===== src/rtl/custom_plic_irq_gateway.sv =====
// Conditions raw peripheral interrupt lines into PLIC-ready level interrupts:
// polarity fix-up, synchronisation, and edge-to-level conversion via saturating pending counters.
module custom_plic_irq_gateway #(
    parameter int                    SOURCE_NUM    = 32,
    parameter logic [SOURCE_NUM-1:0] EDGE_MASK     = '0,
    parameter logic [SOURCE_NUM-1:0] POLARITY_MASK = '0,
    parameter int                    SYNC_STAGES   = 2,
    parameter int                    CNT_WIDTH     = 4
) (
    input  logic                  clk_i,
    input  logic                  rst_i,
    input  logic [SOURCE_NUM-1:0] intr_raw_i,
    input  logic [SOURCE_NUM-1:0] ack_i,
    input  logic                  ovf_clr_i,
    output logic [SOURCE_NUM-1:0] intr_src_o,
    output logic [SOURCE_NUM-1:0] ovf_o
);

    localparam logic [CNT_WIDTH-1:0] CNT_MAX = '1;
    localparam logic [CNT_WIDTH-1:0] CNT_ONE = CNT_WIDTH'(1);

    logic [SYNC_STAGES-1:0][SOURCE_NUM-1:0] sync_q;
    logic [SOURCE_NUM-1:0]                  sync_s;

    // Polarity is applied before the first flop so every stage carries active-high data.
    always_ff @(posedge clk_i or posedge rst_i) begin
        if (rst_i) begin
            sync_q <= '0;
        end else begin
            sync_q <= {sync_q[SYNC_STAGES-2:0], intr_raw_i ^ POLARITY_MASK};
        end
    end

    assign sync_s = sync_q[SYNC_STAGES-1];

    // Level sources never look at their ack bit; this keeps those bits visibly consumed.
    logic unused_inputs;
    assign unused_inputs = ^(ack_i & ~EDGE_MASK) ^ ovf_clr_i;

    for (genvar i = 0; i < SOURCE_NUM; i++) begin : g_src
        if (EDGE_MASK[i]) begin : g_edge
            logic                 prev_q;
            logic [CNT_WIDTH-1:0] cnt_q;
            logic [CNT_WIDTH-1:0] cnt_d;
            logic                 ovf_q;
            logic                 ovf_set;
            logic                 edge_ev;

            assign edge_ev = sync_s[i] & ~prev_q;

            // A coincident edge and ack cancel out, so that case falls through to hold.
            always_comb begin
                cnt_d   = cnt_q;
                ovf_set = 1'b0;
                case ({edge_ev, ack_i[i]})
                    2'b10: begin
                        if (cnt_q != CNT_MAX) cnt_d = cnt_q + CNT_ONE;
                        else                  ovf_set = 1'b1;
                    end
                    2'b01: begin
                        if (cnt_q != '0) cnt_d = cnt_q - CNT_ONE;
                    end
                    default: ;
                endcase
            end

            always_ff @(posedge clk_i or posedge rst_i) begin
                if (rst_i) begin
                    prev_q <= 1'b0;
                    cnt_q  <= '0;
                    ovf_q  <= 1'b0;
                end else begin
                    prev_q <= sync_s[i];
                    cnt_q  <= cnt_d;
                    // NOTE: set is OR-ed in after the clear mask, so a same-cycle overflow survives a clear.
                    ovf_q  <= ovf_set | (ovf_q & ~ovf_clr_i);
                end
            end

            assign intr_src_o[i] = (cnt_q != '0);
            assign ovf_o[i]      = ovf_q;
        end else begin : g_level
            assign intr_src_o[i] = sync_s[i];
            assign ovf_o[i]      = 1'b0;
        end
    end

endmodule

===== config.mk =====
export PLATFORM = sky130hd
export DESIGN_NAME = custom_plic_irq_gateway
export DESIGN_NICKNAME = d
export VERILOG_FILES = /design/src/rtl/custom_plic_irq_gateway.sv
export SDC_FILE = /design/constraint.sdc
export NUM_CORES = 1
export LEC_CHECK = 0
export BUFFER_PORTS_ARGS = -buffer_cell sky130_fd_sc_hd__buf_2
export CAP_MARGIN = 20
export CORE_MARGIN = 1
export CORE_UTILIZATION = 42
export DETAILED_ROUTE_END_ITERATION = 8
export HOLD_SLACK_MARGIN = 0.06
export PLACE_DENSITY_LB_ADDON = 0.12
export SLEW_MARGIN = 30
export SYNTH_ARGS = -nofsm -noshare
export SYNTH_HDL_FRONTEND = slang
export SYNTH_SLANG_ARGS = --single-unit

===== constraint.sdc =====
create_clock -name clk_i -period 2.1 [get_ports clk_i]
set_input_delay 0.315 -clock clk_i [delete_from_list [all_inputs] [get_ports clk_i]]
set_output_delay 0.315 -clock clk_i [all_outputs]
set_load 0.03 [all_outputs]

==> tab_implementation.tex <==
\begin{tabular}{lr}
\hline
Metric & Value \\
\hline
\multicolumn{2}{l}{\textbf{Worst setup path}} \\
Critical Setup Path Class & flop to output port \\
Worst endpoint required time & 1.78 ns \\
Delay-heaviest family, CP & flip-flops \\
Worst stage delay on the critical path & 0.38 ns \\
Element type at the critical path end & output port \\
Crit path cell chain & buf\_2 \\
Data arrival time of the critical path & 0.87 ns \\
Sum of buffers and inverters on the critical path & 1 \\
Crit Path Max Fanout & 1 \\
Setup crit start kind & flop \\
Crit path max-delay cell type & sky130\_fd\_sc\_hd\_\_dfrtp\_1 \\
\multicolumn{2}{l}{\textbf{Logic synthesis}} \\
Portion of synthesized cell area occupied by the leading cell type & 0.766 \\
Number of instances in the synthesized netlist & 130 \\
Synth unique cells & 4 \\
Flops \& latches, synth & 64 \\
Largest area contributor in the netlist & sky130\_fd\_sc\_hd\_\_dfrtp\_1 \\
Ranking of synthesized cells by area & sky130\_fd\_sc\_hd\_\_dfrtp\_1 77\%, sky130\_fd\_sc\_hd\_\_buf\_4 23\%, sky130\_fd\_sc\_hd\_\_conb\_1 0.18\%, sky130\_fd\_sc\_hd\_\_inv\_1 0.18\% \\
Sequential element share of the synthesized area & 0.766 \\
Yosys warns & 0 \\
Syn avg cell area & 16.1 um\^{}2 \\
Synthesized cell area & 0.00209 mm\^{}2 \\
\multicolumn{2}{l}{\textbf{Placement}} \\
Hpwl dp & 1680 um \\
Routability congestion estimate & 0.626 \\
PortBufs & 65 \\
Dpl cells & 230 \\
\multicolumn{2}{l}{\textbf{STA}} \\
Slew at the pin closest to its max-slew limit & 0.625 ns \\
Final-report max-slew violation count & 0 \\
Maximum clock frequency & 0.841 GHz \\
Setup repair after global routing missed its margin & no \\
Post-route setup TNS & 0 ns \\
Post-route clock period utilization & 0.566 \\
Final hold violation count & 0 \\
Worst slew margin & 0.583 \\
Setup-failing EPs final & 0 \\
Post-layout minimum cycle time & 1.19 ns \\
Setup skew after layout & 0.00545 ns \\
\multicolumn{2}{l}{\textbf{Global routing}} \\
Global-route congestion overflow total & 0 \\
Initial antenna violation count & 0 \\
Total Routing Usage GR & 0.104 \\
Number of global-route vias before repair & 823 \\
Pin count of the biggest net entering global routing & 35 \\
Wire length of the first global-routing pass & 3720 um \\
\multicolumn{2}{l}{\textbf{Power and ir drop}} \\
Static leakage power & 1.22 nW \\
Total power of the final layout & 2.57 mW \\
P per Cell Area & 1090 mW/mm\^{}2 \\
VDD IR max & 0.642 mV \\
\multicolumn{2}{l}{\textbf{Drt}} \\
Drt first-iter violations & 31 \\
Average wire length per cell after detail routing & 10.0 um \\
Count of antenna-violating nets left after detailed routing & 0 \\
TritonRoute pass-1 iters & 3 \\
Routed wire length & 2460 um \\
Total DRC errors in the routed layout & 0 \\
Vias after detailed routing & 866 \\
Detailed-route vias per instance & 3.52 \\
\multicolumn{2}{l}{\textbf{Run}} \\
Max-cap violation count & 0 \\
\multicolumn{2}{l}{\textbf{Clocking}} \\
Insertion delay of the later-clocked pin in the worst-skew pair & 0.32 ns \\
Buffer levels on the longest clock path & 2 \\
Number of setup buffers added after CTS & 0 \\
CTS tree & done \\
CTS Hold Buffers Added & 0 \\
TritonCTS buffer count & 9 \\
Post-CTS sizing & 0 \\
Clock-pin slew on the worst setup and hold paths & 0.06 ns \\
Clock sink count & 64 \\
Depth of the CTS H-tree & 3 \\
Cell at the root of the clock tree & sky130\_fd\_sc\_hd\_\_clkbuf\_8 \\
\multicolumn{2}{l}{\textbf{Final layout}} \\
Antenna diode count & 0 \\
Number of nets in the layout & 241 \\
Utilization of the core after routing & 0.497 \\
Synth-to-layout area growth & 13.0\% \\
Fraction of final layout cells sized beyond drive strength 1 & 0.464 \\
Cell Count, Final, Fillers Out & 246 \\
\multicolumn{2}{l}{\textbf{Floorplanning}} \\
Area inside the core boundary & 0.00475 mm\^{}2 \\
Rows & 25 \\
Width of the chip & 72.5 um \\
IO Pins & 131 \\
Chip height & 72.5 um \\
Initial Utilization & 0.439 \\
Area of the die & 0.00526 mm\^{}2 \\
\multicolumn{2}{l}{\textbf{Worst hold path}} \\
Min-delay worst type & primary input to asynchronous set/reset pin \\
\multicolumn{2}{l}{\textbf{Outcome}} \\
Status & finished clean \\
\hline
\end{tabular}
-- cell type report --
cell class | instances | area [um^2]
fillers | 440 | 2390
well taps | 67 | 83.8
flip-flops and latches | 64 | 1600
clock buffers | 11 | 151
multi-input cells | 32 | 120
clock inverters | 5 | 55.1
repair buffers | 66 | 345
inverters | 1 | 3.75
-- final timing paths --
| check | start | end | slack [ns] | cells after the start |
|---|---|---|---|---|
| max in group asynchronous | rst_i | intr_src_o[0]$_DFF_PP0_ | 1.44 | 3 |
| min reg2reg | sync_q[22]$_DFF_PP0_ | intr_src_o[22]$_DFF_PP0_ | 0.35 | 0 |
| min in group clk_i | intr_raw_i[4] | sync_q[4]$_DFF_PP0_ | 0.09 | 1 |
| max reg2reg | sync_q[31]$_DFF_PP0_ | intr_src_o[31]$_DFF_PP0_ | 1.60 | 0 |
| max | intr_src_o[1]$_DFF_PP0_ | intr_src_o[1] | 0.91 | 1 |
| min | rst_i | sync_q[18]$_DFF_PP0_ | 0.07 | 2 |
-- state kept, by name (all words and copies together), names as in the netlist --
name	flops
sync_q	32
intr_src_o	32
-- synth_stat cells (all sizes together) --
cell type	count
buf	64
dfrtp	64
conb	1
inv	1
-- cell usage in the layout (no fill, tap or decap) --
| master | instances |
|---|---|
| sky130_fd_sc_hd__conb_1 | 32 |
| sky130_fd_sc_hd__clkinvlp_4 | 2 |
| sky130_fd_sc_hd__buf_12 | 1 |
| sky130_fd_sc_hd__bufinv_16 | 1 |
| sky130_fd_sc_hd__buf_2 | 65 |
| sky130_fd_sc_hd__clkbuf_8 | 11 |
| sky130_fd_sc_hd__inv_2 | 1 |
| sky130_fd_sc_hd__dfrtp_1 | 64 |
| sky130_fd_sc_hd__clkinv_2 | 2 |
-- where the power goes --
| part | switching, mW | total, mW | internal [mW] |
|---|---|---|---|
| logic | 0.182 | 0.229 | 0.0465 |
| clock network | 0.427 | 1.03 | 0.608 |
| registers | 0.0145 | 1.31 | 1.29 |
| total | 0.624 | 2.57 | 1.95 |
-- cell families after synthesis --
family                 Yosys count  synth area share
other                            1           0.00179
buffers and inverters           65             0.232
DFF                             64             0.766
-- stage by stage --
step	setup WS, ns	area, um^2	hold slack [ns]
2_1_floorplan	0.187	2210	0.331
3_3_place_gp	1.07	2150	0.331
3_5_place_dp	1.04	2150	0.335
4_1_cts	0.884	2360	0.0736
5_1_grt	0.875	2360	0.0720
6_report	0.911	2360	0.0717
-- metal layers --
layer | GRT usage | vias to the layer above | share of wire
li1 | - | 384 | -
met1 | 0.104 | 414 | 0.36
met2 | 0.155 | 62 | 0.51
met3 | 0.0597 | 6 | 0.11
met4 | 0.0915 | 0 | 0.019
met5 | 0 | - | 0
No activity file was read; power rests on OpenSTA's default activity.
